## src/rtl/squeeze_dump_stage_if.sv

```systemverilog
// Handshake and data bus of the SHAKE squeeze/dump stage.
// slave: the dump stage itself; master: whoever drives jobs, blocks and sinks words.
interface squeeze_dump_stage_if #(
  parameter int unsigned W        = 64,
  parameter int unsigned RATE_MAX = 1344
);
  logic                job_valid;
  logic                job_ready;
  logic [1:0]          operation_mode;
  logic [31:0]         output_size;
  logic                block_valid;
  logic                block_ready;
  logic [RATE_MAX-1:0] rate_output;
  logic [W-1:0]        data_out;
  logic                data_out_valid;
  logic                data_out_ready;
  logic                more_blocks;
  logic                job_done;

  modport slave (
    input  job_valid, operation_mode, output_size, block_valid, rate_output, data_out_ready,
    output job_ready, block_ready, data_out, data_out_valid, more_blocks, job_done
  );

  modport master (
    output job_valid, operation_mode, output_size, block_valid, rate_output, data_out_ready,
    input  job_ready, block_ready, data_out, data_out_valid, more_blocks, job_done
  );
endinterface

```

## src/rtl/squeeze_dump_stage.sv

```systemverilog
// Final SHAKE pipeline stage: serializes the permuted rate into big-endian
// w-bit words and requests further squeezes until output_size bits are emitted.
// Optional build macro DUMP_TAIL_MASK_EN zeroes the unused tail of the final word.
module squeeze_dump_stage #(
  parameter int unsigned W        = 64,
  parameter int unsigned RATE_MAX = 1344
) (
  input  logic                 clk,
  input  logic                 rst,
  squeeze_dump_stage_if.slave  bus
);
  localparam int unsigned LANES  = RATE_MAX / W;
  localparam int unsigned CNT_W  = 27;
  localparam int unsigned IDX_W  = 5;
  localparam logic [1:0]  SHAKE256_MODE_VEC = 2'd1;
  localparam logic [IDX_W-1:0] WPB_128 = IDX_W'(21);
  localparam logic [IDX_W-1:0] WPB_256 = IDX_W'(17);

  typedef enum logic [1:0] {IDLE, WAIT_BLOCK, DUMP} state_t;

  state_t           state_q, state_d;
  logic             mode256_q, mode256_d;
  logic [CNT_W-1:0] words_left_q, words_left_d;
  logic [IDX_W-1:0] idx_q, idx_d;
  logic [W-1:0]     data_out_q, data_out_d;
  logic             dov_q, dov_d;
  logic             job_ready_q, job_ready_d;
  logic             block_ready_q, block_ready_d;
  logic             job_done_q, job_done_d;
  logic             load_block_c;
  logic [W-1:0]     piso [LANES];
  logic [IDX_W-1:0] wpb_c;
  logic [W-1:0]     next_lane_c;
  logic [W-1:0]     masked_lane_c;
  logic             more_blocks_c;

  // Little-endian lane to big-endian output word.
  function automatic logic [W-1:0] endian_switch(input logic [W-1:0] x);
    logic [W-1:0] y;
    for (int unsigned b = 0; b < W/8; b++) y[8*b +: 8] = x[W-8-8*b +: 8];
    return y;
  endfunction

  assign wpb_c = mode256_q ? WPB_256 : WPB_128;

  // Lane that will be presented on the next output update.
  always_comb begin
    next_lane_c = piso[IDX_W'(idx_q + IDX_W'(1))];
    if (state_q == WAIT_BLOCK) next_lane_c = bus.rate_output[W-1:0];
  end

`ifdef DUMP_TAIL_MASK_EN
  logic [5:0] rem_q;
  logic       next_last_c;

  // Remaining bit count of the final word, latched with the job.
  always_ff @(posedge clk or posedge rst) begin
    if (rst)                                  rem_q <= '0;
    else if (state_q == IDLE && bus.job_valid) rem_q <= bus.output_size[5:0];
  end

  // Keep only the first rem_q bits (lane LSB-first) of the final word.
  always_comb begin
    next_last_c   = (state_q == WAIT_BLOCK) ? (words_left_q == CNT_W'(1))
                                            : (words_left_q == CNT_W'(2));
    masked_lane_c = next_lane_c;
    if (next_last_c && rem_q != 6'd0)
      masked_lane_c = next_lane_c & ((W'(1) << rem_q) - W'(1));
  end
`else
  assign masked_lane_c = next_lane_c;
`endif

  // State and registered outputs.
  always_ff @(posedge clk or posedge rst) begin
    if (rst) begin
      state_q       <= IDLE;
      mode256_q     <= 1'b0;
      words_left_q  <= '0;
      idx_q         <= '0;
      data_out_q    <= '0;
      dov_q         <= 1'b0;
      job_ready_q   <= 1'b1;
      block_ready_q <= 1'b0;
      job_done_q    <= 1'b0;
    end else begin
      state_q       <= state_d;
      mode256_q     <= mode256_d;
      words_left_q  <= words_left_d;
      idx_q         <= idx_d;
      data_out_q    <= data_out_d;
      dov_q         <= dov_d;
      job_ready_q   <= job_ready_d;
      block_ready_q <= block_ready_d;
      job_done_q    <= job_done_d;
    end
  end

  // PISO capture of the rate lanes on block handshake.
  always_ff @(posedge clk) begin
    if (load_block_c)
      for (int unsigned i = 0; i < LANES; i++) piso[i] <= bus.rate_output[i*W +: W];
  end

  // Next-state and next-output logic.
  always_comb begin
    state_d       = state_q;
    mode256_d     = mode256_q;
    words_left_d  = words_left_q;
    idx_d         = idx_q;
    data_out_d    = data_out_q;
    dov_d         = dov_q;
    job_ready_d   = job_ready_q;
    block_ready_d = block_ready_q;
    job_done_d    = 1'b0;
    load_block_c  = 1'b0;
    case (state_q)
      IDLE: begin
        job_ready_d = 1'b1;
        if (bus.job_valid && job_ready_q) begin
          mode256_d    = (bus.operation_mode == SHAKE256_MODE_VEC);
          words_left_d = CNT_W'((33'(bus.output_size) + 33'd63) >> 6);
          if (bus.output_size == 32'd0) begin
            job_done_d = 1'b1;
          end else begin
            state_d       = WAIT_BLOCK;
            job_ready_d   = 1'b0;
            block_ready_d = 1'b1;
          end
        end
      end
      WAIT_BLOCK: begin
        if (bus.block_valid && block_ready_q) begin
          load_block_c  = 1'b1;
          idx_d         = '0;
          state_d       = DUMP;
          block_ready_d = 1'b0;
          dov_d         = 1'b1;
          data_out_d    = endian_switch(masked_lane_c);
        end
      end
      DUMP: begin
        if (dov_q && bus.data_out_ready) begin
          words_left_d = words_left_q - CNT_W'(1);
          idx_d        = idx_q + IDX_W'(1);
          if (words_left_q == CNT_W'(1)) begin
            state_d     = IDLE;
            dov_d       = 1'b0;
            data_out_d  = '0;
            idx_d       = '0;
            job_done_d  = 1'b1;
            job_ready_d = 1'b1;
          end else if (idx_q == wpb_c - IDX_W'(1)) begin
            state_d       = WAIT_BLOCK;
            dov_d         = 1'b0;
            data_out_d    = '0;
            block_ready_d = 1'b1;
          end else begin
            data_out_d = endian_switch(masked_lane_c);
          end
        end
      end
      default: state_d = IDLE;
    endcase
  end

  // Squeeze-again request derived from registered state.
  always_comb begin
    more_blocks_c = 1'b0;
    if (state_q == WAIT_BLOCK) more_blocks_c = 1'b1;
    else if (state_q == DUMP)
      more_blocks_c = words_left_q > (CNT_W'(wpb_c) - CNT_W'(idx_q));
  end

  assign bus.job_ready      = job_ready_q;
  assign bus.block_ready    = block_ready_q;
  assign bus.data_out       = data_out_q;
  assign bus.data_out_valid = dov_q;
  assign bus.job_done       = job_done_q;
  assign bus.more_blocks    = more_blocks_c;
endmodule
```

## src/flat_wrapper.sv

```systemverilog
// flat-port wrapper written by rule: the top's interface ports become plain ports
module squeeze_dump_stage_flat 
#(
  parameter int unsigned W        = 64,
  parameter int unsigned RATE_MAX = 1344
)
  (clk, rst, bus_job_valid, bus_operation_mode, bus_output_size, bus_block_valid, bus_rate_output, bus_data_out_ready, bus_job_ready, bus_block_ready, bus_data_out, bus_data_out_valid, bus_more_blocks, bus_job_done);
  squeeze_dump_stage_if #(.W(W), .RATE_MAX(RATE_MAX)) bus_i ();
  input  logic clk;
  input  logic rst;
  input wire logic [$bits(bus_i.job_valid)-1:0] bus_job_valid;
  input wire logic [$bits(bus_i.operation_mode)-1:0] bus_operation_mode;
  input wire logic [$bits(bus_i.output_size)-1:0] bus_output_size;
  input wire logic [$bits(bus_i.block_valid)-1:0] bus_block_valid;
  input wire logic [$bits(bus_i.rate_output)-1:0] bus_rate_output;
  input wire logic [$bits(bus_i.data_out_ready)-1:0] bus_data_out_ready;
  output wire logic [$bits(bus_i.job_ready)-1:0] bus_job_ready;
  output wire logic [$bits(bus_i.block_ready)-1:0] bus_block_ready;
  output wire logic [$bits(bus_i.data_out)-1:0] bus_data_out;
  output wire logic [$bits(bus_i.data_out_valid)-1:0] bus_data_out_valid;
  output wire logic [$bits(bus_i.more_blocks)-1:0] bus_more_blocks;
  output wire logic [$bits(bus_i.job_done)-1:0] bus_job_done;
  assign bus_i.job_valid = bus_job_valid;
  assign bus_i.operation_mode = bus_operation_mode;
  assign bus_i.output_size = bus_output_size;
  assign bus_i.block_valid = bus_block_valid;
  assign bus_i.rate_output = bus_rate_output;
  assign bus_i.data_out_ready = bus_data_out_ready;
  assign bus_job_ready = bus_i.job_ready;
  assign bus_block_ready = bus_i.block_ready;
  assign bus_data_out = bus_i.data_out;
  assign bus_data_out_valid = bus_i.data_out_valid;
  assign bus_more_blocks = bus_i.more_blocks;
  assign bus_job_done = bus_i.job_done;
  squeeze_dump_stage #(.W(W), .RATE_MAX(RATE_MAX)) u_core (.clk(clk), .rst(rst), .bus(bus_i));
endmodule
```

## config.mk

```make
export PLATFORM = sky130hd
export DESIGN_NAME = squeeze_dump_stage_flat
export DESIGN_NICKNAME = d
export VERILOG_FILES = /design/src/rtl/squeeze_dump_stage_if.sv /design/src/rtl/squeeze_dump_stage.sv /design/src/flat_wrapper.sv
export SDC_FILE = /design/constraint.sdc
export NUM_CORES = 2
export LEC_CHECK = 0
export CELL_PAD_IN_SITES_DETAIL_PLACEMENT = 1
export CELL_PAD_IN_SITES_GLOBAL_PLACEMENT = 1
export CORE_AREA = 2 2 564 566
export CTS_CLUSTER_DIAMETER = 80
export CTS_CLUSTER_SIZE = 24
export DETAILED_ROUTE_END_ITERATION = 8
export DIE_AREA = 0 0 566 568
export GPL_ROUTABILITY_DRIVEN = 0
export HOLD_SLACK_MARGIN = 0.02
export PLACE_DENSITY_LB_ADDON = 0.1
export SLEW_MARGIN = 40
export SYNTH_ARGS = -nofsm -noshare
export SYNTH_HDL_FRONTEND = slang
export SYNTH_SLANG_ARGS = --single-unit
```

## constraint.sdc

```tcl
create_clock -name clk -period 96.1 [get_ports clk]
set_clock_uncertainty 0.05 [all_clocks]
set_input_delay 19.22 -clock clk [delete_from_list [all_inputs] [get_ports clk]]
set_output_delay 19.22 -clock clk [all_outputs]
set_load 0.05 [all_outputs]
```

# ---- Yosys cells after proc, flatten, opt, wreduce, memory -nomap -nowiden
# Memories as Yosys holds them, arrays and structs flattened.
# Cells that the tools add are included.
dict set report totals {
  output_inout_bits 69
  ff_bits 103
  word_cells 92
  input_bits 1383
  mem_count 1
  ramBits 1344
}
# name depth width rd rd_ports_with_merged_regs write_ports line_no
set mem_list {}
lappend mem_list {u_core.piso 21 64 1 0 21 squeeze_dump_stage.sv:31} ;# logic [W-1:0] piso [LANES];
dict set report op_classes {
  magnitude_cmp 1
  eq_ne 13
  add_sub_neg 5
  reduce_logical 15
  mux 48
}
# op n
set ops {}
lappend ops {{two-way mux 64 bit} 5}
lappend ops {{one-hot mux 64 bit (2 select lines)} 1}
lappend ops {{two-way mux 27 bit} 2}
lappend ops {{one-hot mux 27 bit (2 select lines)} 1}
lappend ops {{adder 32 x 6 -> 33 bit (second input constant)} 1}
lappend ops {{logical NOT 32 bit} 1}
lappend ops {{== test 27 x 1 -> 1 bit (second input constant)} 1}
lappend ops {{greater-than comparator 27 bit} 1}
lappend ops {{subtractor 27 x 1 -> 27 bit (second input constant)} 1}
lappend ops {{two-way mux 1 bit} 23}
lappend ops {{two-way mux 5 bit} 3}
lappend ops {{two-way mux 2 bit} 6}
lappend ops {{!= test 2 x 1 -> 1 bit (second input constant)} 5}
lappend ops {{one-hot mux 5 bit (2 select lines)} 1}
lappend ops {{AND reduction 3 bit} 3}
lappend ops {{AND reduction 7 bit} 1}
lappend ops {{one-hot mux 1 bit (2 select lines)} 3}
lappend ops {{one-hot mux 2 bit (3 select lines)} 1}
lappend ops {{subtractor 5 x 5 -> 6 bit} 1}
lappend ops {{adder 5 x 1 -> 5 bit (second input constant)} 1}
lappend ops {{== test 5 bit} 1}
lappend ops {{AND reduction 5 bit} 1}
lappend ops {{subtractor 5 x 1 -> 5 bit (second input constant)} 1}
lappend ops {{== test 2 x 1 -> 1 bit (second input constant)} 2}
lappend ops {{11 further kinds} 15}

# ---- Longest topological paths before layout
dict set report logic_depth {
  ltp_word 7
  ltp_mapped 13
  mapped_depth_nobuf 12
}

# ---- Worst setup path after synthesis
# Ideal clock, no wire load.
dict set report synth_timing {
  kind {input to register}
  startpoint {input bus_block_valid}
  endpoint {memory u_core.piso[0][0] (enable)}
  t_required_ns 92.949
  setup_ns 3.101
  setup_slack_ns 18.134
  n_path_buf 0
  path_stages 2
  arrival_time_ns 74.815
  path_cell_list {nand2_1 nor2_1}
}
# element line_no
set synth_rtl {}
lappend synth_rtl {{start: declaration} flat_wrapper.sv:14} ;# input wire logic [$bits(bus_i.block_valid)-1:0] bus_block_valid;
lappend synth_rtl {{end: declaration} squeeze_dump_stage.sv:31}

# ---- Worst setup path in the final report
dict set report layout_timing {
  startpoint {register u_core.idx_q[2]}
  endpoint {output bus_more_blocks}
}
dict set report layout_via {
  elab_chain_cells 4
}
# element line_no
set layout_lines {}
lappend layout_lines {{start: declaration} squeeze_dump_stage.sv:24} ;# logic [IDX_W-1:0] idx_q, idx_d;
lappend layout_lines {{start signal: assignment} squeeze_dump_stage.sv:90} ;# idx_q <= idx_d;
lappend layout_lines {{subtractor 5 x 5 -> 6 bit} squeeze_dump_stage.sv:172} ;# more_blocks_c = words_left_q > (CNT_W'(wpb_c) - CNT_W'(idx_q));
lappend layout_lines {{greater-than comparator 27 bit} squeeze_dump_stage.sv:172}
lappend layout_lines {{two-way mux 1 bit} squeeze_dump_stage.sv:171} ;# else if (state_q == DUMP)
lappend layout_lines {{two-way mux 1 bit} squeeze_dump_stage.sv:170} ;# if (state_q == WAIT_BLOCK) more_blocks_c = 1'b1;
lappend layout_lines {{end: declaration} flat_wrapper.sv:21} ;# output wire logic [$bits(bus_i.more_blocks)-1:0] bus_more_blocks;
# Every way passes these cells.

==> metrics.md <==
| Metric | Value |
|---|---|
| Max-slew violations | `0` |
| Die Ht | `568 um` |
| Peak supply drop | `0.00001673 V` |
| Antenna violations before repair | `about 280` |
| Syn avg cell area | `19.12 um2` |
| Max clock buf depth | `4` |
| Layout Utilization | `0.2574` |
| Num CTS Buffers | `123` |
| Pwr dens | `24.98 nW/um2` |
| Hold Path Origin | `u_core.bus.data_out[10]$_DFFE_PP0P_` |
| 1st-iter DRT viols | `2370` |
| Router iterations before antenna repair | `5` |
| Vias in the first global route | `38420` |
| Worst EP required | `between 70 and 80 ns` |
| Initial Util | `0.1803` |
| YS warnings | `0` |
| Final setup fails | `0` |
| Buffers on Ports | `1451` |
| Most frequent cell after synthesis | `edfxtp_1` |
| Cell count after synthesis | `2982` |
| Worst slew pin tran | `0.8350 ns` |
| Core Region | `316200 um2` |
| Syn_nets | `4402` |
| Final wirelength | `~270000 um` |
| # Max-Cap Violations | `0` |
| Max transition margin | `0.4433` |
| All-Layer GR Usage | `0.1640` |
| FP Rows | `slightly above 200` |
| Final net count | `5878` |
| Post-synth EDFFs | `around 1300` |
| Synth top cells by count | `edfxtp_1 (1344), nand2_1 (420), mux4_2 (320)` |
| CP max FO | `22` |
| Ys flop type | `edfxtp_1` |
| Share of layout cells above drive strength 1 | `0.1397` |
| Yosys reg bits | `1447` |
| Top cell type's share of synthesized area | `0.7080` |
| Reg-to-Reg Start | `u_core.state_q[1]$_DFFE_PP0P_` |
| Die footprint | `roughly 320000 um2` |
| Worst skew pair latency | `0.91 ns` |
| Fin crit period | `24.13 ns` |
| Setup repair bufs after CTS | `0` |
| Setup TNS | `0 ns` |
| Unrepaired setup endpoints after global routing | `false` |
| Yosys top cell by area | `edfxtp_1` |
| Resize count post-CTS | `0` |
| Fraction of registers with async set or reset after synthesis | `0.07118` |
| Area occupied by registers | `roughly 43000 um2` |
| Total power | `2034 uW` |
| Vias per cell | `4.039` |
| Reg clk slew, reported paths | `0.07 ns` |
| Multi-input logic area | `around 13000 um2` |
| Outcome | `finished, final reports clean` |
| Largest net degree at the start of global routing | `139` |
| Residual DRC | `0` |
| H-Tree Depth | `3` |
| Mapped Area | `57000 um2` |
| DR WL/cell | `30.84 um` |
| Clk root buf | `clkbuf_16` |
| Largest cells by area after synthesis | `edfxtp_1 (71%), mux4_2 (13%), dfrtp_1 (4.5%), nand2_1 (2.8%), a32oi_1 (2.0%)` |
| Via count | `35500` |
| Post-DRT Antenna Nets | `0` |
| Post-CTS Hold Buffers | `0` |
| CP Launch Point | `u_core.idx_q[2]$_DFFE_PP0P_` |
| Startpoint Class | `flop` |
| Fmax | `41.44 MHz` |
| Global-route wire length before repair | `about 360000 um` |
| Die X | `566 um` |
| Clock Sinks | `approximately 1400` |
| TritonCTS clock tree | `done` |
| Final hold violations | `0` |
| Top Ports | `1452` |
| Crit Path Category | `flop to output pin` |
| Synth cell types | `between 60 and 70` |
| Final cycle utilization of the critical path | `0.2511` |
| Sequential fraction of the synthesis area | `0.7532` |
| Grt ovf | `0` |
| Layout area overhead | `42.80%` |
| # fillers | `approximately 33000` |
| HPWL after detailed placement | `roughly 210000 um` |
| Leak pwr | `0.02564 uW` |
| Critical Path End Type | `output pin` |
| Hold Crit Class | `flop to flop` |
| Crit path DAT | `4.86 ns` |
[sequential cells by signal, indices dropped and copies added, names as in the netlist]
name and cells:
u_core.bus.data_out 64, u_core.mode256_q 1, u_core.state_q 2, u_core.bus.block_ready 1, u_core.idx_q 5, u_core.words_left_q 27, u_core.bus.data_out_valid 1, u_core.piso 1344
u_core.bus.job_ready 1, u_core.bus.job_done 1
[layout make-up]
class                           instances  share of cell area
Clock inverter                         94             0.01522
Multi-Input combinational cell       1350              0.1649
Tap cell                             4180             0.06425
Clock buffer                          132             0.03849
Timing Repair Buffer                 1519              0.1872
Antenna cell                           51            0.001568
Sequential cell                      1447              0.5275
Inverter                               17           0.0008454
[per-layer routing]
metal | track usage | vias up | routed length (um)
met5 | 0 | - | 935
met4 | 0.02817 | 146 | 6285
met3 | 0.05874 | 627 | 21580
met2 | 0.2993 | 1381 | 139500
met1 | 0.1836 | 18170 | 102900
li1 | - | 15180 | -
[cells in the final DEF (no fill, tap or decap), drive strengths merged, types with 7 or more instances in the layout]
| cell | synthesis | routed |
|---|---|---|
| a211oi | 7 | 7 |
| a21oi | 39 | 39 |
| a32oi | 127 | 127 |
| buf | 61 | 70 |
| bufinv | 0 | 8 |
| clkbuf | 107 | 132 |
| clkdlybuf4s50 | 0 | 1449 |
| clkinv | 0 | 37 |
| dfrtp | 102 | 102 |
| diode | 0 | 51 |
| edfxtp | 1344 | 1344 |
| ha | 36 | 36 |
| inv | 17 | 60 |
| mux2i | 65 | 65 |
| mux4 | 320 | 320 |
| nand2 | 420 | 420 |
| nand3 | 94 | 94 |
| nand4 | 18 | 18 |
| nor2 | 42 | 42 |
| nor3 | 18 | 18 |
| nor4 | 12 | 12 |
| o21ai | 39 | 39 |
| xnor2 | 16 | 16 |
| xor2 | 12 | 12 |
[worst paths after layout]
check / end / slack [ns] / cells after the start
setup / recovery: bus_more_blocks / 71.97 / 13
hold / removal: u_core.bus.data_out[10]$_DFFE_PP0P_ / 0.42 / 2
setup reg to reg: u_core.piso[12][31]$_DFFE_PP_ / 90.17 / 9
hold reg to reg: u_core.bus.data_out[10]$_DFFE_PP0P_ / 0.42 / 2
max in group asynchronous: u_core.bus.data_out[59]$_DFFE_PP0P_ / 76.23 / 3
min in group asynchronous: u_core.bus.data_out[29]$_DFFE_PP0P_ / 18.62 / 2
[cell families after synthesis]
group                      Yosys count  synth area share
adders and majority gates           37          0.008253
muxes                              385            0.1378
and+or+nand+nor                    643           0.04886
AOI/OAI and AO/OA                  257           0.03418
xor gates and xnor gates            28          0.004302
buffers and inverters              185           0.01332
DFF                               1447            0.7532
[critical path, cell delays in order (launching register included)]
cell and delay (ns):
dfrtp_1 0.57, inv_1 0.17, fa_1 0.49, inv_1 0.07, o21ai_1 0.06, buf_4 0.24
ha_1 0.34, a21oi_1 0.15, o21ai_0 0.13, or4_1 0.54, nand3_1 0.11, o2111ai_1 0.12
a31o_2 0.31, clkdlybuf4s50_1 0.72
[per-stage QoR]
step	setup slack, ns	cells	hold slack, ns	cell area [um2]
floorplan	18.13	2982	0.3998	57000
detailed placement	71.56	8511	0.4064	76840
global route	71.67	8752	0.4408	81310
CTS	71.81	8737	0.4223	81220
finish	71.97	8790	0.4174	81400
global placement	71.16	8509	0.4010	76730
[power by group]
group | switching, uW | internal (uW) | total [uW] | leakage, uW
clock network | 289 | 274 | 563 | 0.00211
logic | 377 | 240 | 616 | 0.0100
registers | 41.7 | 812 | 854 | 0.0135
No activity file was read; power rests on OpenSTA's default activity.
==> RTL edit, RTL diff (same flow settings) <==
`words_left_q` and `data_out_q` no longer have a reset.
--- a/src/rtl/squeeze_dump_stage.sv
+++ b/src/rtl/squeeze_dump_stage.sv
@@ -76,9 +76,7 @@
     if (rst) begin
       state_q       <= IDLE;
       mode256_q     <= 1'b0;
-      words_left_q  <= '0;
       idx_q         <= '0;
-      data_out_q    <= '0;
       dov_q         <= 1'b0;
       job_ready_q   <= 1'b1;
       block_ready_q <= 1'b0;
@@ -86,14 +84,17 @@
     end else begin
       state_q       <= state_d;
       mode256_q     <= mode256_d;
-      words_left_q  <= words_left_d;
       idx_q         <= idx_d;
-      data_out_q    <= data_out_d;
       dov_q         <= dov_d;
       job_ready_q   <= job_ready_d;
       block_ready_q <= block_ready_d;
       job_done_q    <= job_done_d;
     end
+  end
+
+  always_ff @(posedge clk) begin
+    words_left_q <= words_left_d;
+    data_out_q   <= data_out_d;
   end
 
   // PISO capture of the rate lanes on block handshake.
Check against the original RTL: not settled (the Yosys comparison gave no result); the edit may change what the design does.
==> RTL edit against the original RTL <==
- count of clock-buffer cells in the layout fell by 5
- largest power group unchanged
- non-clock buffer count rose by 2
- largest cell class unchanged
- highest routed layer unchanged
- cell area grew 0.96%
- synthesized area rose by 0.91%
- critical path depth is 1 lower
- worst setup slack better by 0.016 ns
- routed wire length fell by 1.4%
- total power is 3.6% higher
- global-route usage decreased by 0.19 points
- core utilization grew 0.25 points
- sequential cell count did not move
- cell count decreased by 1.3%
==> RTL edit: results (changes against the original RTL) <==
[critical_path]
timing.rr.start=u_core.idx_q[0]
arrival_ns=4.85  ; about the same
rrSetupSlack_ns=91.27  ; +1.10 ns
ff2ff_path_depth=10  ; +1
critical-path-top-delay-family=compound AO/OA/AOI/OAI gates
cpPeakStageDelay_ns=0.80  ; +0.08 ns
r2r-end=u_core.bus.data_out[46]

[drt]
via_count=34464  ; -2.9%
drtIter0Drc=2146  ; -9.5%
wl_met1_um=99300  ; -3.4%
wl_um=267300  ; -1.4%
routed-wl-met2_um=136300  ; -2.3%
dr.pass1.iters=4  ; -1

[sta]
timing.hold.ws_ns=0.4546  ; +0.03720 ns

[power_and_ir_drop]
ir_worst_vdd_mv=0.01556  ; -7.0%
leakage_nw=25.28  ; -1.4%

[place]
dp.cells=8394  ; -1.4%
dp_hpwl_um=205100  ; -0.98%

[final_layout]
drive_gt1_share_pct=14.26  ; +0.29 points

[logic_synthesis]
async_flop_share_pct=0.8293  ; -6.3 points
synth_edf_count=1435  ; +6.8%
synth.distinct_cells=62  ; -3.1%
synthCells=2849  ; -4.5%
synth_common_cells=1435 x edfxtp_1, 320 x mux4_2, 163 x nand2_1
ys_seq_area_share_pct=75.44  ; +0.12 points
synthesis.nets=4269  ; -3.0%
synth.area.top_cells=edfxtp_1 75%, mux4_2 13%, mux2i_1 2.4%

[global_route]
grt_pass1_vias=37585  ; -2.2%
grt_use_total_pct=16.21  ; -0.19 points
grt_pass1_wl_um=353000  ; -1.5%
grt_max_degree=121  ; -13%
antenna_found_initial=251  ; -9.4%

[cts]
cts_buffers=124  ; +0.81%
clkLatencyLatePin_ns=0.88  ; -0.03 ns

[worst_hold_path]
whs_path_depth=2  ; unchanged
min_to=u_core.mode256_q

[run_status]
status=finished, final reports clean

[die]
start_util_pct=18.19  ; +0.16 points

[RTL edit: final cells by class]
class                   instances  area, µm²
diodes                         51      127.6
well taps                    4180       5230
multi-input cells            1228      13480
clock inverters               103       1483
inverters                      20      80.08
repair buffers               1521      15270
flip-flops and latches       1447      43400
fillers                     33315     234100
clock buffers                 127       3114
[RTL edit: how the worst max path moves through the flow]
stage | start | end | slack, ns
floorplan | bus_block_valid | u_core.piso[0][0] | 44.54
global placement | bus_block_valid | u_core.piso[16][22] | 72.03
detailed placement | bus_block_valid | u_core.piso[10][22] | 72.64
CTS | u_core.idx_q[2] | bus_more_blocks | 71.80
global route | u_core.idx_q[2] | bus_more_blocks | 71.66
finish | u_core.idx_q[2] | bus_more_blocks | 71.98
[RTL edit: routing by layer]
| metal | track usage, % | up-vias |
|---|---|---|
| met3 | 6.782 | 559 |
| met5 | 0 | - |
| met4 | 3.463 | 198 |
| met2 | 28.99 | 1357 |
| met1 | 17.77 | 17544 |
| li1 | - | 14806 |
[RTL edit: logic make-up (layout without fill, tap and decap cells)]
kind of cell	Yosys count	count (layout)	synth area share, %
flops	1447	1447	75.44
mux	458	458	14.94
simple gates	413	413	3.446
compound gates	272	272	3.326
buf+inv	174	1771	1.305
xor+xnor	48	48	0.7309
fa+ha+maj	37	37	0.8179
other cells	0	51	0
[RTL edit: where the power goes]
part | internal [mW] | total (mW) | switching, mW | leakage, nW
clock | 0.284 | 0.580 | 0.297 | 2.20
sequential | 0.849 | 0.896 | 0.0463 | 13.3
combinational | 0.256 | 0.631 | 0.375 | 9.78
[RTL edit: through the flow]
stage	setup slack (ns)	util, %
floorplan	44.54	-
global placement	72.03	24.41
detailed placement	72.64	24.47
CTS	71.80	25.93
global route	71.66	25.96
finish	71.98	25.99
[RTL edit: worst register-to-register path, cell delays in order (launching register included)]
cell	delay [ns]
dfrtp_4	0.64
inv_1	0.19
ha_4	0.68
buf_12	0.38
buf_4	0.60
buf_4	0.72
mux4_2	0.52
nand2_1	0.09
a21oi_1	0.15
nor2_1	0.05
a211oi_1	0.54
